### config.mk
export PLATFORM = sky130hd
export DESIGN_NAME = vga_pixel_fetch
export DESIGN_NICKNAME = d
export VERILOG_FILES = /design/src/rtl/vga_pixel_fetch.sv
export SDC_FILE = /design/constraint.sdc
export NUM_CORES = 1
export LEC_CHECK = 0
export CAP_MARGIN = 20
export CORE_UTILIZATION = 64
export DETAILED_ROUTE_END_ITERATION = 7
export HOLD_SLACK_MARGIN = 0.03
export PLACE_DENSITY = 0.84
export SLEW_MARGIN = 5
export SYNTH_ARGS = -nofsm -noshare
export SYNTH_HDL_FRONTEND = slang
export SYNTH_SLANG_ARGS = --single-unit
export TNS_END_PERCENT = 100
### constraint.sdc
create_clock -name clk -period 5.02 [get_ports clk]
set_input_delay 1.255 -clock clk [delete_from_list [all_inputs] [get_ports clk]]
set_output_delay 1.255 -clock clk [all_outputs]
set_load 0.01 [all_outputs]
### src/rtl/vga_pixel_fetch.sv
// Framebuffer prefetch into a small FIFO, one registered pixel per pix_en strobe.
// A single outstanding req/ack read keeps the FIFO topped up; underflow is sticky per frame.
module vga_pixel_fetch #(
  parameter int unsigned DEPTH        = 16,
  parameter int unsigned ADDR_W       = 19,
  parameter int unsigned PIX_W        = 8,
  parameter int unsigned FRAME_PIXELS = 480000
) (
  input  logic              clk,
  input  logic              rst_n,
  input  logic              frame_start,
  input  logic              pix_en,
  input  logic              visible,
  output logic              mem_req,
  output logic [ADDR_W-1:0] mem_addr,
  input  logic              mem_ack,
  input  logic [PIX_W-1:0]  mem_data,
  output logic [PIX_W-1:0]  pix_out,
  output logic              underflow
);

  localparam int unsigned PTR_W = $clog2(DEPTH);
  localparam int unsigned CNT_W = PTR_W + 1;
  localparam logic [ADDR_W-1:0] LAST_ADDR = ADDR_W'(FRAME_PIXELS - 1);
  localparam logic [CNT_W-1:0]  FULL      = CNT_W'(DEPTH);

  localparam logic [1:0] IDLE = 2'd0;
  localparam logic [1:0] REQ  = 2'd1;
  localparam logic [1:0] DONE = 2'd2;

  logic [1:0]       state;
  logic             discard;
  logic [CNT_W-1:0] count;
  logic [PTR_W-1:0] wptr;
  logic [PTR_W-1:0] rptr;
  logic [PIX_W-1:0] mem [DEPTH];
  logic             pending;
  logic             push;
  logic             pop;

  assign pending = (state == REQ);
  assign push    = pending && mem_ack && !discard && !frame_start;
  assign pop     = pix_en && visible && !frame_start && (count != '0);

  // A frame_start during an unacked read cannot drop mem_req, so the read is
  // marked for discard and the address reset is deferred to its ack.
  always_ff @(posedge clk or negedge rst_n) begin
    if (!rst_n) begin
      state    <= IDLE;
      mem_req  <= 1'b0;
      mem_addr <= '0;
      discard  <= 1'b0;
    end else if (frame_start) begin
      if (state == REQ && !mem_ack) begin
        discard <= 1'b1;
      end else begin
        state    <= IDLE;
        mem_req  <= 1'b0;
        mem_addr <= '0;
        discard  <= 1'b0;
      end
    end else begin
      case (state)
        IDLE: begin
          if ((count + CNT_W'(pending)) < FULL) begin
            state   <= REQ;
            mem_req <= 1'b1;
          end
        end
        REQ: begin
          if (mem_ack) begin
            mem_req <= 1'b0;
            discard <= 1'b0;
            if (discard) begin
              state    <= IDLE;
              mem_addr <= '0;
            end else if (mem_addr == LAST_ADDR) begin
              state <= DONE;
            end else begin
              state    <= IDLE;
              mem_addr <= mem_addr + 1'b1;
            end
          end
        end
        DONE: begin
          state <= DONE;
        end
        default: begin
          state   <= IDLE;
          mem_req <= 1'b0;
        end
      endcase
    end
  end

  always_ff @(posedge clk) begin
    if (push) begin
      mem[wptr] <= mem_data;
    end
  end

  always_ff @(posedge clk or negedge rst_n) begin
    if (!rst_n) begin
      count     <= '0;
      wptr      <= '0;
      rptr      <= '0;
      pix_out   <= '0;
      underflow <= 1'b0;
    end else if (frame_start) begin
      count     <= '0;
      wptr      <= '0;
      rptr      <= '0;
      pix_out   <= '0;
      underflow <= 1'b0;
    end else begin
      if (push) begin
        wptr <= wptr + 1'b1;
      end
      if (pop) begin
        rptr <= rptr + 1'b1;
      end
      case ({push, pop})
        2'b10:   count <= count + 1'b1;
        2'b01:   count <= count - 1'b1;
        default: count <= count;
      endcase
      if (pix_en) begin
        if (!visible) begin
          pix_out <= '0;
        end else if (count != '0) begin
          pix_out <= mem[rptr];
        end else begin
          pix_out   <= '0;
          underflow <= 1'b1;
        end
      end
    end
  end

endmodule

==> flow_summary_export.csv <==
group,metric,value,unit
run_status,status,"complete, no violations",
layout,drive_above_1_share,15.67,%
setup_path,slowest_stage,"clkdlybuf4s50_1",
detailed_routing,drtIter0Drc,483,
clock_tree,root_buffer,"clkbuf_16",
pwr,leakagePower,0.002966,µW
setup_path,reg2reg_slack,2.37,ns
logic_synthesis,synth-edff-count,128,
logic_synthesis,synth_top_area_share,51.85,%
logic_synthesis,synthTopCellsByCount,"128 x edfxtp_1, 45 x dfrtp_1, 35 x nor2_1",
timing,fin_setup_tns,0,ns
detailed_routing,first_pass_iters,7,
floorplan,die_h,109.6,µm
global_route,first_global_vias,4493,
clock_tree,clk-insertion-delay-late,0.43,ns
timing,slew_headroom,47.37,%
setup_path,r2r_start,"count[1]",
timing,fin_skew,0.01078,ns
global_route,grt_first_pass_wirelength,24140,µm
setup_path,arrival,3.84,ns
global_route,gr-usage-all-layers,28.68,%
logic_synthesis,ys_types,60,
setup_path,critPathMaxFanout,28,
logic_synthesis,synth_area_leader_cell,"edfxtp_1",
floorplan,initial_utilization,66.92,%
logic_synthesis,synth_area_leaders,"edfxtp_1 52%, dfrtp_1 15%, mux4_2 9.7%",
setup_path,cp-start-kind,"primary input",
logic_synthesis,netlist_area,7413,µm²
pwr,irDropWorstVdd,0.2551,mV
hold_path,holdPathEnd,"underflow",
timing,fin_crit_sh,69.37,%
setup_path,critPathMaxStageDelay,0.47,ns
timing,slew_violations,0,
timing,fin_hold_ws,0.5099,ns
clock_tree,cts_hold_buf,0,
clock_tree,numCtsBuffers,17,
detailed_routing,drc,0,
logic_synthesis,synth_cells,478,
clock_tree,postCtsSetupBuffers,0,
clock_tree,cts_resized,0,
logic_synthesis,seq_area_frac_synth,67.04,%
run,maxCapViolCount,0,
setup_path,r2r_end,"count[4]",
detailed_routing,viasPerCell,6.697,
layout,n_antenna_cell,0,
setup_path,cp-end-kind,"flop",
clock_tree,clockBufferDepth,2,
logic_synthesis,syn-num-nets,500,
logic_synthesis,synthArstFlopShare,26.01,%
clock_tree,cts.sinks,173,
placed_design,port_buffers,42,
timing,hold_viol_final,0,
setup_path,worst-path-buf-inv,3,
floorplan,dieArea,12020,µm²
floorplan,die_w,109.6,µm
logic_synthesis,synth_most_common_cell,"edfxtp_1",
clock_tree,h-tree-depth,4,
logic_synthesis,syn_area_per_cell,15.51,µm²
logic_synthesis,synth_warnings,0,
setup_path,cp_data_required_time,5.38,ns
logic_synthesis,synth_flop_cell,"edfxtp_1",
detailed_routing,totalWireLength,15800,µm
timing,setup_viol,0,
layout,finalNetCount,545,
timing,worstMarginPinSlew,0.7785,ns
pwr,power_density,371.9,nW/µm²
placed_design,routabilityCongestion,0.8601,
setup_path,path_cells,"clkdlybuf4s50_1, buf_4, a211oi_2, buf_4, and2_1, xor2_1, ha_1, or3_1, a21oi_1, nand3_1, a211o_1, o21ai_1",
floorplan,rows,38,
global_route,gr-total-overflow,0,
hold_path,holdPathStages,2,
setup_path,critPathTopFamily,"buffers and inverters",
floorplan,io_pins,43,
hold_path,min_from,"underflow",
detailed_routing,wl_per_cell,23.38,µm
global_route,grt_max_degree,46,
clock_tree,cts_tree,"yes",
hold_path,worstHoldPathType,"reg -> reg",
timing,fin_crit,3.482,ns
global_route,antenna_found_initial,0,
detailed_routing,ant_nets,0,
floorplan,coreArea,11080,µm²
setup_path,rr_worst_depth,11,
clock_tree,path_clk_slew,0.07,ns
timing,fmaxAchievable,287.2,MHz
setup_path,critPathMostFrequentCell,"buf_4",
timing,rsz0062_at_grt,"false",
detailed_routing,vias,4527,
layout,synthToLayoutAreaGrowth,14.92,%
setup_path,critical_path_class,"in -> reg",
placed_design,hpwlAfterDp,9763,µm
logic_synthesis,ys_ff_latch,173,
registers in the layout (all words and copies together), names as in the netlist:
| name | count |
|---|---|
| mem | 128 |
| mem_addr | 19 |
| pix_out | 8 |
| count | 5 |
| rptr | 4 |
| wptr | 4 |
| state | 2 |
| discard | 1 |
| mem_req | 1 |
| underflow | 1 |
power by group:
part,total [µW],switching (µW),internal [µW]
registers,1610,41.6,1560
clock network,1270,606,660
logic,298,158,140
total,3170,805,2360
metal layers:
metal | vias up | share of wire, % | GRT usage [%]
met5 | - | 0 | 0
met3 | 38 | 8.8 | 8.121
li1 | 1984 | - | -
met1 | 2263 | 40 | 38.90
met4 | 0 | 2.2 | 11.71
met2 | 242 | 49 | 44.29
worst min-delay path: cells and delay by family (launching register included):
family        cells  cell delay, ns
simple gates      2            0.12
flops             1            0.35
worst max-delay path by stage:
stage | from | endpoint | slack, ns | cells after the start
2_1_floorplan | pix_en | count[4] | 1.78 | 10
3_3_place_gp | frame_start | count[4] | 1.25 | 12
3_5_place_dp | frame_start | count[4] | 1.16 | 12
4_1_cts | frame_start | count[4] | 1.59 | 12
5_1_grt | pix_en | count[4] | 1.36 | 12
6_report | frame_start | count[4] | 1.54 | 12
layout make-up:
| cell class | instances | area [µm²] |
|---|---|---|
| Clock buffer | 17 | 425.4 |
| Inverter | 4 | 15.01 |
| Clock inverter | 15 | 142.6 |
| Sequential cell | 173 | 4971 |
| Tap cell | 140 | 175.2 |
| Fill cell | 626 | 2559 |
| Multi-Input combinational cell | 279 | 2317 |
| Timing Repair Buffer | 48 | 473.0 |
cells in the final DEF, fill, tap and decap left out, drive strengths merged, types with 2 or more instances in the layout:
cell	count
inv	13
and2	17
o31ai	6
dfrtp	45
a211oi	2
a22oi	17
mux2i	2
nand2	34
and4	6
o21ai	19
nor2	35
nor3	5
ha	8
mux4	32
nor4	8
or3	2
and3	4
xnor2	6
or4	3
clkbuf	18
clkdlybuf4s50	41
nand4	9
edfxtp	128
clkinv	6
a21oi	9
nand2b	4
nor2b	2
a31oi	5
nand3b	3
a21o	2
buf	6
xor2	6
a22o	8
nand3	9
nand4bb	3
kinds of logic (layout without fill, tap and decap cells):
family | after synthesis | in the layout | share of synthesized area, %
flops | 173 | 173 | 67.04
fa+ha+maj | 8 | 8 | 1.350
simple gates | 150 | 150 | 11.29
compound gates | 75 | 75 | 7.072
mux | 34 | 34 | 10.04
buf+inv | 26 | 84 | 1.789
xor+xnor | 12 | 12 | 1.418
metrics by stage:
step / setup WS (ns) / area (µm²) / utilization (%) / std cells / total power (µW)
floorplan: 1.782 / 7413 / - / 478 / 1820
detailed placement: 1.158 / 7924 / 71.53 / 642 / 1928
global route: 1.360 / 8519 / 76.90 / 676 / 3261
finish: 1.538 / 8519 / 76.90 / 676 / 3168
global placement: 1.247 / 7924 / 71.53 / 642 / 1915
CTS: 1.585 / 8492 / 76.65 / 674 / 3173
No activity file was read; power rests on OpenSTA's default activity.
